==> src/rtl/mem_wb_stage_if.sv <==
// Signal bundle between the MEM/WB stage, the EX/MEM pipeline side, the data memory and WB.
// "slave" is the stage itself; "master" is everything around it.
interface mem_wb_stage_if #(
  parameter int DATA_W = 19,
  parameter int RD_W   = 5
);
  logic              in_valid;
  logic              reg_write_m;
  logic              result_src_m;
  logic              mem_read_m;
  logic              mem_write_m;
  logic              byte_m;
  logic              sign_ext_m;
  logic [RD_W-1:0]   rd_m;
  logic [DATA_W-1:0] alu_result_m;
  logic [DATA_W-1:0] write_data_m;
  logic              flush;
  logic              stall_m;
  logic              dmem_req;
  logic              dmem_we;
  logic              dmem_byte;
  logic [DATA_W-1:0] dmem_addr;
  logic [DATA_W-1:0] dmem_wdata;
  logic              dmem_ack;
  logic [DATA_W-1:0] dmem_rdata;
  logic              valid_w;
  logic              reg_write_w;
  logic              result_src_w;
  logic              mem_err_w;
  logic [RD_W-1:0]   rd_w;
  logic [DATA_W-1:0] alu_result_w;
  logic [DATA_W-1:0] read_data_w;
  logic [DATA_W-1:0] result_w;

  modport slave (
    input  in_valid, reg_write_m, result_src_m, mem_read_m, mem_write_m, byte_m, sign_ext_m,
           rd_m, alu_result_m, write_data_m, flush, dmem_ack, dmem_rdata,
    output stall_m, dmem_req, dmem_we, dmem_byte, dmem_addr, dmem_wdata,
           valid_w, reg_write_w, result_src_w, mem_err_w, rd_w, alu_result_w, read_data_w, result_w
  );

  modport master (
    output in_valid, reg_write_m, result_src_m, mem_read_m, mem_write_m, byte_m, sign_ext_m,
           rd_m, alu_result_m, write_data_m, flush, dmem_ack, dmem_rdata,
    input  stall_m, dmem_req, dmem_we, dmem_byte, dmem_addr, dmem_wdata,
           valid_w, reg_write_w, result_src_w, mem_err_w, rd_w, alu_result_w, read_data_w, result_w
  );
endinterface

==> src/rtl/mem_wb_stage.sv <==
// MEM/WB pipeline stage: non-memory ops retire in one cycle, loads/stores hold the pipe
// while a single data-memory request is outstanding, bounded by a timeout.
module mem_wb_stage #(
  parameter int DATA_W  = 19,
  parameter int RD_W    = 5,
  parameter int TIMEOUT = 15
) (
  input logic           clk,
  input logic           reset,
  mem_wb_stage_if.slave bus
);
  localparam int CNT_W = $clog2(TIMEOUT + 1);
  localparam logic [0:0] S_IDLE   = 1'b0;
  localparam logic [0:0] S_ACCESS = 1'b1;

  logic [0:0]        state_q, state_d;
  logic [CNT_W-1:0]  cnt_q, cnt_d;
  logic              kill_q, kill_d, kill_s;
  logic              rq_reg_write_q, rq_reg_write_d;
  logic              rq_result_src_q, rq_result_src_d;
  logic              rq_mem_write_q, rq_mem_write_d;
  logic              rq_byte_q, rq_byte_d;
  logic              rq_sign_ext_q, rq_sign_ext_d;
  logic [RD_W-1:0]   rq_rd_q, rq_rd_d;
  logic [DATA_W-1:0] rq_addr_q, rq_addr_d;
  logic [DATA_W-1:0] rq_wdata_q, rq_wdata_d;
  logic              valid_w_q, valid_w_d;
  logic              reg_write_w_q, reg_write_w_d;
  logic              result_src_w_q, result_src_w_d;
  logic              mem_err_w_q, mem_err_w_d;
  logic [RD_W-1:0]   rd_w_q, rd_w_d;
  logic [DATA_W-1:0] alu_result_w_q, alu_result_w_d;
  logic [DATA_W-1:0] read_data_w_q, read_data_w_d;
  logic              access_s;
  logic [DATA_W-1:0] wdata_s;

  function automatic logic [DATA_W-1:0] load_ext(input logic [DATA_W-1:0] raw,
                                                 input logic is_byte, input logic sx);
    logic [DATA_W-1:0] r;
    if (!is_byte) begin
      r = raw;
    end else begin
      r = (sx && raw[7]) ? '1 : '0;
      r[7:0] = raw[7:0];
    end
    return r;
  endfunction

  // Next-state, request latch and WB register update.
  always_comb begin
    state_d         = state_q;
    cnt_d           = cnt_q;
    kill_d          = kill_q;
    kill_s          = kill_q | bus.flush;
    rq_reg_write_d  = rq_reg_write_q;
    rq_result_src_d = rq_result_src_q;
    rq_mem_write_d  = rq_mem_write_q;
    rq_byte_d       = rq_byte_q;
    rq_sign_ext_d   = rq_sign_ext_q;
    rq_rd_d         = rq_rd_q;
    rq_addr_d       = rq_addr_q;
    rq_wdata_d      = rq_wdata_q;
    valid_w_d       = 1'b0;
    reg_write_w_d   = 1'b0;
    mem_err_w_d     = 1'b0;
    result_src_w_d  = result_src_w_q;
    rd_w_d          = rd_w_q;
    alu_result_w_d  = alu_result_w_q;
    read_data_w_d   = read_data_w_q;
    case (state_q)
      S_IDLE: begin
        if (bus.in_valid && !bus.flush) begin
          if (bus.mem_read_m || bus.mem_write_m) begin
            state_d         = S_ACCESS;
            cnt_d           = '0;
            kill_d          = 1'b0;
            rq_reg_write_d  = bus.reg_write_m;
            rq_result_src_d = bus.result_src_m;
            rq_mem_write_d  = bus.mem_write_m;
            rq_byte_d       = bus.byte_m;
            rq_sign_ext_d   = bus.sign_ext_m;
            rq_rd_d         = bus.rd_m;
            rq_addr_d       = bus.alu_result_m;
            rq_wdata_d      = bus.write_data_m;
          end else begin
            valid_w_d      = 1'b1;
            reg_write_w_d  = bus.reg_write_m;
            result_src_w_d = bus.result_src_m;
            rd_w_d         = bus.rd_m;
            alu_result_w_d = bus.alu_result_m;
            read_data_w_d  = '0;
          end
        end else begin
          state_d = S_IDLE;
        end
      end
      S_ACCESS: begin
        // Ack is checked first so it wins over a coincident timeout.
        if (bus.dmem_ack) begin
          state_d        = S_IDLE;
          kill_d         = 1'b0;
          valid_w_d      = !kill_s;
          reg_write_w_d  = rq_reg_write_q & !kill_s;
          result_src_w_d = rq_result_src_q;
          rd_w_d         = rq_rd_q;
          alu_result_w_d = rq_addr_q;
          read_data_w_d  = rq_mem_write_q ? '0 : load_ext(bus.dmem_rdata, rq_byte_q, rq_sign_ext_q);
        end else if (cnt_q == CNT_W'(TIMEOUT - 1)) begin
          state_d        = S_IDLE;
          cnt_d          = cnt_q + CNT_W'(1);
          kill_d         = 1'b0;
          valid_w_d      = !kill_s;
          mem_err_w_d    = !kill_s;
          result_src_w_d = rq_result_src_q;
          rd_w_d         = rq_rd_q;
          alu_result_w_d = rq_addr_q;
          read_data_w_d  = '0;
        end else begin
          cnt_d  = cnt_q + CNT_W'(1);
          kill_d = kill_s;
        end
      end
      default: begin
        state_d = S_IDLE;
      end
    endcase
  end

  // State, request and WB registers.
  always_ff @(posedge clk or negedge reset) begin
    if (!reset) begin
      state_q         <= S_IDLE;
      cnt_q           <= '0;
      kill_q          <= 1'b0;
      rq_reg_write_q  <= 1'b0;
      rq_result_src_q <= 1'b0;
      rq_mem_write_q  <= 1'b0;
      rq_byte_q       <= 1'b0;
      rq_sign_ext_q   <= 1'b0;
      rq_rd_q         <= '0;
      rq_addr_q       <= '0;
      rq_wdata_q      <= '0;
      valid_w_q       <= 1'b0;
      reg_write_w_q   <= 1'b0;
      result_src_w_q  <= 1'b0;
      mem_err_w_q     <= 1'b0;
      rd_w_q          <= '0;
      alu_result_w_q  <= '0;
      read_data_w_q   <= '0;
    end else begin
      state_q         <= state_d;
      cnt_q           <= cnt_d;
      kill_q          <= kill_d;
      rq_reg_write_q  <= rq_reg_write_d;
      rq_result_src_q <= rq_result_src_d;
      rq_mem_write_q  <= rq_mem_write_d;
      rq_byte_q       <= rq_byte_d;
      rq_sign_ext_q   <= rq_sign_ext_d;
      rq_rd_q         <= rq_rd_d;
      rq_addr_q       <= rq_addr_d;
      rq_wdata_q      <= rq_wdata_d;
      valid_w_q       <= valid_w_d;
      reg_write_w_q   <= reg_write_w_d;
      result_src_w_q  <= result_src_w_d;
      mem_err_w_q     <= mem_err_w_d;
      rd_w_q          <= rd_w_d;
      alu_result_w_q  <= alu_result_w_d;
      read_data_w_q   <= read_data_w_d;
    end
  end

  // Byte stores only carry the low byte on the bus.
  always_comb begin
    wdata_s = rq_wdata_q;
    if (rq_byte_q) begin
      wdata_s      = '0;
      wdata_s[7:0] = rq_wdata_q[7:0];
    end else begin
      wdata_s = rq_wdata_q;
    end
  end

  assign access_s       = (state_q == S_ACCESS);
  assign bus.stall_m    = access_s;
  assign bus.dmem_req   = access_s;
  assign bus.dmem_we    = access_s & rq_mem_write_q;
  assign bus.dmem_byte  = access_s & rq_byte_q;
  assign bus.dmem_addr  = access_s ? rq_addr_q : '0;
  assign bus.dmem_wdata = access_s ? wdata_s : '0;

  assign bus.valid_w      = valid_w_q;
  assign bus.reg_write_w  = reg_write_w_q;
  assign bus.result_src_w = result_src_w_q;
  assign bus.mem_err_w    = mem_err_w_q;
  assign bus.rd_w         = rd_w_q;
  assign bus.alu_result_w = alu_result_w_q;
  assign bus.read_data_w  = read_data_w_q;
  assign bus.result_w     = result_src_w_q ? read_data_w_q : alu_result_w_q;
endmodule
==> src/flat_wrapper.sv <==
// flat-port wrapper written by rule: the top's interface ports become plain ports
module mem_wb_stage_flat 
#(
  parameter int DATA_W  = 19,
  parameter int RD_W    = 5,
  parameter int TIMEOUT = 15
)
  (clk, reset, bus_in_valid, bus_reg_write_m, bus_result_src_m, bus_mem_read_m, bus_mem_write_m, bus_byte_m, bus_sign_ext_m, bus_rd_m, bus_alu_result_m, bus_write_data_m, bus_flush, bus_dmem_ack, bus_dmem_rdata, bus_stall_m, bus_dmem_req, bus_dmem_we, bus_dmem_byte, bus_dmem_addr, bus_dmem_wdata, bus_valid_w, bus_reg_write_w, bus_result_src_w, bus_mem_err_w, bus_rd_w, bus_alu_result_w, bus_read_data_w, bus_result_w);
  mem_wb_stage_if #(.DATA_W(DATA_W), .RD_W(RD_W)) bus_i ();
  input logic clk;
  input logic reset;
  input wire logic [$bits(bus_i.in_valid)-1:0] bus_in_valid;
  input wire logic [$bits(bus_i.reg_write_m)-1:0] bus_reg_write_m;
  input wire logic [$bits(bus_i.result_src_m)-1:0] bus_result_src_m;
  input wire logic [$bits(bus_i.mem_read_m)-1:0] bus_mem_read_m;
  input wire logic [$bits(bus_i.mem_write_m)-1:0] bus_mem_write_m;
  input wire logic [$bits(bus_i.byte_m)-1:0] bus_byte_m;
  input wire logic [$bits(bus_i.sign_ext_m)-1:0] bus_sign_ext_m;
  input wire logic [$bits(bus_i.rd_m)-1:0] bus_rd_m;
  input wire logic [$bits(bus_i.alu_result_m)-1:0] bus_alu_result_m;
  input wire logic [$bits(bus_i.write_data_m)-1:0] bus_write_data_m;
  input wire logic [$bits(bus_i.flush)-1:0] bus_flush;
  input wire logic [$bits(bus_i.dmem_ack)-1:0] bus_dmem_ack;
  input wire logic [$bits(bus_i.dmem_rdata)-1:0] bus_dmem_rdata;
  output wire logic [$bits(bus_i.stall_m)-1:0] bus_stall_m;
  output wire logic [$bits(bus_i.dmem_req)-1:0] bus_dmem_req;
  output wire logic [$bits(bus_i.dmem_we)-1:0] bus_dmem_we;
  output wire logic [$bits(bus_i.dmem_byte)-1:0] bus_dmem_byte;
  output wire logic [$bits(bus_i.dmem_addr)-1:0] bus_dmem_addr;
  output wire logic [$bits(bus_i.dmem_wdata)-1:0] bus_dmem_wdata;
  output wire logic [$bits(bus_i.valid_w)-1:0] bus_valid_w;
  output wire logic [$bits(bus_i.reg_write_w)-1:0] bus_reg_write_w;
  output wire logic [$bits(bus_i.result_src_w)-1:0] bus_result_src_w;
  output wire logic [$bits(bus_i.mem_err_w)-1:0] bus_mem_err_w;
  output wire logic [$bits(bus_i.rd_w)-1:0] bus_rd_w;
  output wire logic [$bits(bus_i.alu_result_w)-1:0] bus_alu_result_w;
  output wire logic [$bits(bus_i.read_data_w)-1:0] bus_read_data_w;
  output wire logic [$bits(bus_i.result_w)-1:0] bus_result_w;
  assign bus_i.in_valid = bus_in_valid;
  assign bus_i.reg_write_m = bus_reg_write_m;
  assign bus_i.result_src_m = bus_result_src_m;
  assign bus_i.mem_read_m = bus_mem_read_m;
  assign bus_i.mem_write_m = bus_mem_write_m;
  assign bus_i.byte_m = bus_byte_m;
  assign bus_i.sign_ext_m = bus_sign_ext_m;
  assign bus_i.rd_m = bus_rd_m;
  assign bus_i.alu_result_m = bus_alu_result_m;
  assign bus_i.write_data_m = bus_write_data_m;
  assign bus_i.flush = bus_flush;
  assign bus_i.dmem_ack = bus_dmem_ack;
  assign bus_i.dmem_rdata = bus_dmem_rdata;
  assign bus_stall_m = bus_i.stall_m;
  assign bus_dmem_req = bus_i.dmem_req;
  assign bus_dmem_we = bus_i.dmem_we;
  assign bus_dmem_byte = bus_i.dmem_byte;
  assign bus_dmem_addr = bus_i.dmem_addr;
  assign bus_dmem_wdata = bus_i.dmem_wdata;
  assign bus_valid_w = bus_i.valid_w;
  assign bus_reg_write_w = bus_i.reg_write_w;
  assign bus_result_src_w = bus_i.result_src_w;
  assign bus_mem_err_w = bus_i.mem_err_w;
  assign bus_rd_w = bus_i.rd_w;
  assign bus_alu_result_w = bus_i.alu_result_w;
  assign bus_read_data_w = bus_i.read_data_w;
  assign bus_result_w = bus_i.result_w;
  mem_wb_stage #(.DATA_W(DATA_W), .RD_W(RD_W), .TIMEOUT(TIMEOUT)) u_core (.clk(clk), .reset(reset), .bus(bus_i));
endmodule
==> config.mk <==
export PLATFORM = sky130hd
export DESIGN_NAME = mem_wb_stage_flat
export DESIGN_NICKNAME = d
export VERILOG_FILES = /design/src/rtl/mem_wb_stage_if.sv /design/src/rtl/mem_wb_stage.sv /design/src/flat_wrapper.sv
export SDC_FILE = /design/constraint.sdc
export NUM_CORES = 1
export LEC_CHECK = 0
export CAP_MARGIN = 20
export CORE_ASPECT_RATIO = 0.9
export CORE_UTILIZATION = 37
export DETAILED_ROUTE_END_ITERATION = 8
export PLACE_DENSITY = 0.71
export SYNTH_ARGS = -nofsm -noshare
export SYNTH_HDL_FRONTEND = slang
export SYNTH_SLANG_ARGS = --single-unit
==> constraint.sdc <==
create_clock -name clk -period 2.1 [get_ports clk]
set_input_delay 0.42 -clock clk [delete_from_list [all_inputs] [get_ports clk]]
set_output_delay 0.42 -clock clk [all_outputs]
set_load 0.02 [all_outputs]
## Yosys cells after proc, flatten, opt, wreduce, memory -nomap -nowiden

Cells that the tools add are included.
Widths: inputs -> output; s select.

- Bits in registers: 101
- Logic and storage cells: 91

- Multiplexer cells: 52
- Add/sub/neg operators: 1
- Bitwise operators: 5
- Equal/unequal tests: 6
- Reductions and logical operators: 9

Operators with widths:

| cell | count |
|---|---|
| $mux 19 | 15 |
| $pmux 19 s2 | 2 |
| $mux 1 | 21 |
| $mux 5 | 4 |
| $mux 4 | 3 |
| $pmux 1 s2 | 5 |
| $pmux 5 s2 | 1 |
| $reduce_and 3->1 | 3 |
| $pmux 4 s2 | 1 |
| $add 4x1->4 const B | 1 |
| $eq 4x4->1 const B | 1 |
| $ne 2x1->1 const B | 2 |
| $ne 2x2->1 const B | 2 |
| $and 1x1->1 | 3 |
| $ne 3x3->1 const B | 1 |
| $logic_and 1x1->1 | 2 |
| $logic_not 1->1 | 2 |
| $reduce_and 2->1 | 1 |
| $logic_or 1x1->1 | 1 |
| $not 1->1 | 1 |
| $or 1x1->1 | 1 |

## Longest topological paths before layout

Gate-level depths: netlist of the first run.

- Word-level depth: 6
- Gate-level depth with buffers: 7

## Worst setup path after synthesis of the first run

OpenSTA, ideal clock, no wires.

- Path kind: register to output
- Start point: register u_core.state_q (netlist: u_core.bus.dmem_req)
- End point: output bus_dmem_addr[10]
- Data required time: 1.680 ns
- Path buffers: 3
- Slack: 0.309 ns
- Arrival: 1.371 ns
- Stages on the path, launching flop included: 5
- Cell sequence: dfrtp_1 > buf_4 > buf_2 > clkbuf_1 > and2_1

- Longest elaborated chain between the ends: 1

RTL lines:

| element | RTL line | RTL |
|---|---|---|
| from (decl) | mem_wb_stage.sv:16 | `logic [0:0] state_q, state_d;` |
| from (signal assigned) | mem_wb_stage.sv:151 | `state_q <= state_d;` |
| $mux 19 | mem_wb_stage.sv:188 | `assign bus.dmem_addr = access_s ? rq_addr_q : '0;` |
| to (decl) | flat_wrapper.sv:29 | `output wire logic [$bits(bus_i.dmem_addr)-1:0] bus_dmem_addr;` |

Every way passes these cells.

## Worst setup path in the final report of the first run

- Start point: register u_core.state_q (netlist: u_core.bus.dmem_req)
- End point: output bus_dmem_req

RTL lines:

| element | RTL line | RTL |
|---|---|---|
| to (decl) | flat_wrapper.sv:26 | `output wire logic [$bits(bus_i.dmem_req)-1:0] bus_dmem_req;` |

No word-level cell between the ends.

==> summary.md, run 1 <==
A synthesized cell averages 13.66 um^2. The run finished with clean final reports. The largest stage delay on the critical path came out at 0.63 ns. The class of the most critical setup path is register to primary output. Setup violations remaining at the end of the flow were counted as 0. The worst register-to-register path begins at u_core.cnt_q[0]$_DFFE_PN0P_. At the end of the flow, the number of nets in the layout was 610. Entering global routing, the biggest net connects 39 pins. The mapped netlist covers 4741 um^2.

Via count of the first global-routing pass: 3632. The tools report the sort of element at the end of the critical path as a primary output. Clock period minus worst slack: 2.027 ns.

VDD sags by at most 0.0006192 V. Yosys mapped a number of flops with a built-in enable equal to 0. By area the synthesized netlist is led by dfrtp_1 (53%), mux2_2 (25%), and2_1 (5.3%). The tools report the final standard cell utilization of the core as 0.5753. Counting every sink on the clock net gives 101.

Counting along the longest clock path gives a buffer depth of 2. The first detailed-routing pass took 5 iterations. The share of flip-flops with an asynchronous set or reset after synthesis works out to 1.000. The maximum fanout count along the critical path works out to 16. The logs give 0.04714 ns for the worst slack at placement and 0 for the number of max-slew violations in the final report.

After technology mapping, the gate count stands at 347. Once detailed placement completed, the half-perimeter wirelength came to 8642 um. The cell with the largest stage delay on the worst path is clkdlybuf4s50_1. The share of layout cells above drive strength 1 works out to 0.2870. The worst min-delay path category was input pin to asynchronous set/reset pin. For the worst flop-to-flop path, the logic depth is 6. The total area inside the core boundary comes to 12270 um^2.

The area share of the largest cell type after synthesis was 0.5331; the number of antenna-violating nets in the routed design was 0. The number of max-cap violations was 0. Traced cell by cell, the critical path runs through buf_6, clkdlybuf4s50_1.

The run gives 0.5331 as the sequential fraction of the synthesis area. The critical path contains buffers and inverters numbering 2 combined. The setup slack of the most critical reg-to-reg path was 0.22 ns; the measured slew at the worst slew-check pin was 0.4946 ns. The category of the worst setup path launch point is a register.

The first global-routing pass estimated 18870 um of wire. For the violation count after the first detailed-route iteration, the log shows 111. The die covers 13270 um^2.

The hold-fix buffer count after cts is 0. The kind of cell with the highest combined delay on the critical path was buffers and inverters. The area growth from synthesis to layout is 48.85%. The tools report the total number of placement rows as 38.

For the total global routing track utilization, the log shows 0.1859. During I/O placement, the number of pins put on the boundary was 181. The overall routed net length was 11810 um; the post-route clock skew was 0.007589 ns.

Input and output buffers added on the ports amount to 180. For the initial antenna violation count, the log shows 0. Data arrives at the worst endpoint at 1.61 ns.

The initial cell density of the core was 0.3865; the worst slew margin relative to its limit was 0.6702. The number of warning messages in the yosys log is 0, and the critical path depth is 2. Clock root buffer: clkbuf_16. The clock tree synthesis step divided the H-tree into 3 levels. The final critical-path share of the clock period was 0.9653. The most area-hungry cell type in the Yosys netlist was dfrtp_1. The floorplan step set the die height to 109.4 um. The clock latency on the worst-skew pair is 0.34 ns, and the final sum of negative setup slack is 0 ns. TritonCTS built the clock tree. The worst register-to-register path ends at u_core.bus.alu_result_w[18]$_DFFE_PN0P_. In this run the power density over the cells is 1104 nW/um^2. Most used flip-flop cell after synthesis: dfrtp_1.

STA puts the critical path data required time at 1.68 ns. After clock tree synthesis, the clock-pin slew on the worst setup and hold paths is 0.06 ns. The number of buffers added by the clock tree synthesis step was 9; the highest achievable clock rate was 493.3 MHz.

Summed over all cells, the static leakage comes to 3.174 nW. After detailed routing, the average wire length per cell comes to 16.86 um. The total power draw came out at 0.007791 W. The number of endpoints with negative hold slack in the final report came out at 0.

The placed cell count was 683; the number of diodes added for antenna fixing was 0. The die boundary width is 121.3 um, and the synthesized flop and latch total is 101. The logs give 0.7475 for the routability-driven placement congestion ratio and 3436 for the count of vias placed by the detailed router. Using the TritonRoute via totals, the vias-per-cell ratio works out to 4.909. After global routing the overflow that remains totals 0.

The number of remaining DRC errors is 0, and the number of standard cells in the layout, taps in and fillers out is 700. The post-synthesis net count was 422; the smallest setup slack after layout was 0.07293 ns. The synthesized netlist contains 38 unique library cells.
==> metrics by stage <==
step           cell area, um^2  hold WS [ns]
2_1_floorplan             4741        0.1244
3_3_place_gp              6785        0.4143
3_5_place_dp              6785        0.4202
4_1_cts                   7066       0.05392
5_1_grt                   7057       0.08024
6_report                  7057       0.04274
==> cell type report <==
cell class                      instances  area, um^2
Fill cell                            1047        5210
Sequential cell                       101        2529
Multi-Input combinational cell        221        2041
Timing Repair Buffer                  201        1942
Clock buffer                           12       246.5
Tap cell                              160       200.2
Clock inverter                          4       95.09
Inverter                                1       3.754
==> cell usage in the layout (no fill, tap or decap), types with 3 or more instances in the layout <==
cell / count
a22o_1: 8
mux2_1: 12
and2_1: 40
buf_4: 14
mux2_2: 104
dlygate4sd2_1: 47
clkdlybuf4s50_1: 119
o2bb2ai_1: 11
dfrtp_1: 100
clkbuf_2: 7
bufinv_16: 3
o21ai_0: 3
nor2_1: 13
buf_6: 3
buf_12: 5
clkbuf_16: 9
nand2_1: 3
clkdlybuf4s15_1: 4
==> kinds of logic (layout without fill, tap and decap cells) <==
| kind of cell | Yosys count | count (layout) | share of synthesized area |
|---|---|---|---|
| AOI/OAI and AO/OA | 31 | 31 | 0.05648 |
| xor gates and xnor gates | 1 | 1 | 0.001848 |
| adders and majority gates | 2 | 2 | 0.005278 |
| buffers and inverters | 25 | 218 | 0.03642 |
| DFF | 101 | 101 | 0.5331 |
| muxes | 117 | 117 | 0.2787 |
| and+or+nand+nor | 70 | 70 | 0.08816 |
==> synth_stat cells (2+ instances only) <==
master / n
a22o_1: 8
and2_1: 40
buf_2: 3
buf_4: 4
buf_6: 8
clkbuf_1: 9
dfrtp_1: 101
ha_1: 2
mux2_1: 12
mux2_2: 104
nand2_1: 3
nand2b_1: 2
nand3_1: 2
nor2_1: 13
o21ai_0: 3
o2bb2ai_1: 11
==> timing repair <==
action	4_1_cts	5_1_grt
gates resized for setup	61	20
buffers inserted	0	1
endpoints found under the setup margin	60	13
==> state kept, by name, summed over array words and instances, names as in the netlist, 4 cells and up <==
name	cells
u_core.cnt_q	4
u_core.rq_addr_q	19
u_core.bus.alu_result_w	19
u_core.bus.rd_w	5
u_core.bus.read_data_w	19
u_core.rq_wdata_q	19
u_core.rq_rd_q	5
==> metal layers <==
| layer | part of all wire | wire length, um | track usage | up-vias |
|---|---|---|---|---|
| li1 | - | - | - | 1607 |
| met1 | 0.44 | 5173 | 0.2362 | 1697 |
| met2 | 0.49 | 5821 | 0.3170 | 123 |
| met3 | 0.059 | 700 | 0.03838 | 9 |
| met4 | 0.0092 | 109 | 0.06085 | 0 |
| met5 | 0 | 0 | 0 | - |
==> worst register-to-register path: cells and delay by family, from the launching register on <==
family                   cells  cell delay [ns]
AO/OA/AOI/OAI                2             0.48
adder cells (fa/ha/maj)      1             0.22
buffers and inverters        2             0.28
flip-flops                   1             0.43
multiplexers                 1             0.36
==> report_power, final <==
part,leakage (nW),total (W),internal (W),switching (W)
clock,0.167,0.00188,0.00120,0.000685
sequential,1.23,0.00285,0.00247,0.000382
combinational,1.78,0.00306,0.00162,0.00143
==> worst max-delay path by stage <==
| stage | from | to |
|---|---|---|
| after floorplan | u_core.bus.dmem_req$_DFF_PN0_ | bus_dmem_addr[10] |
| after global placement | bus_flush | u_core.rq_wdata_q[0]$_DFFE_PN0P_ |
| after detailed placement | bus_flush | u_core.rq_wdata_q[16]$_DFFE_PN0P_ |
| after CTS | u_core.bus.dmem_req$_DFF_PN0_ | bus_dmem_we |
| after global routing | u_core.bus.dmem_req$_DFF_PN0_ | bus_dmem_wdata[17] |
| final | u_core.bus.dmem_req$_DFF_PN0_ | bus_dmem_req |
Note: power is estimated with default switching activity, not from simulation.
==> run 2, diff against run 1 <==
Settings changed: SLEW_MARGIN set to 5.
==> results of run 2 <==
Same layout as run 1: the final DEF is identical, and so are final timing and power.
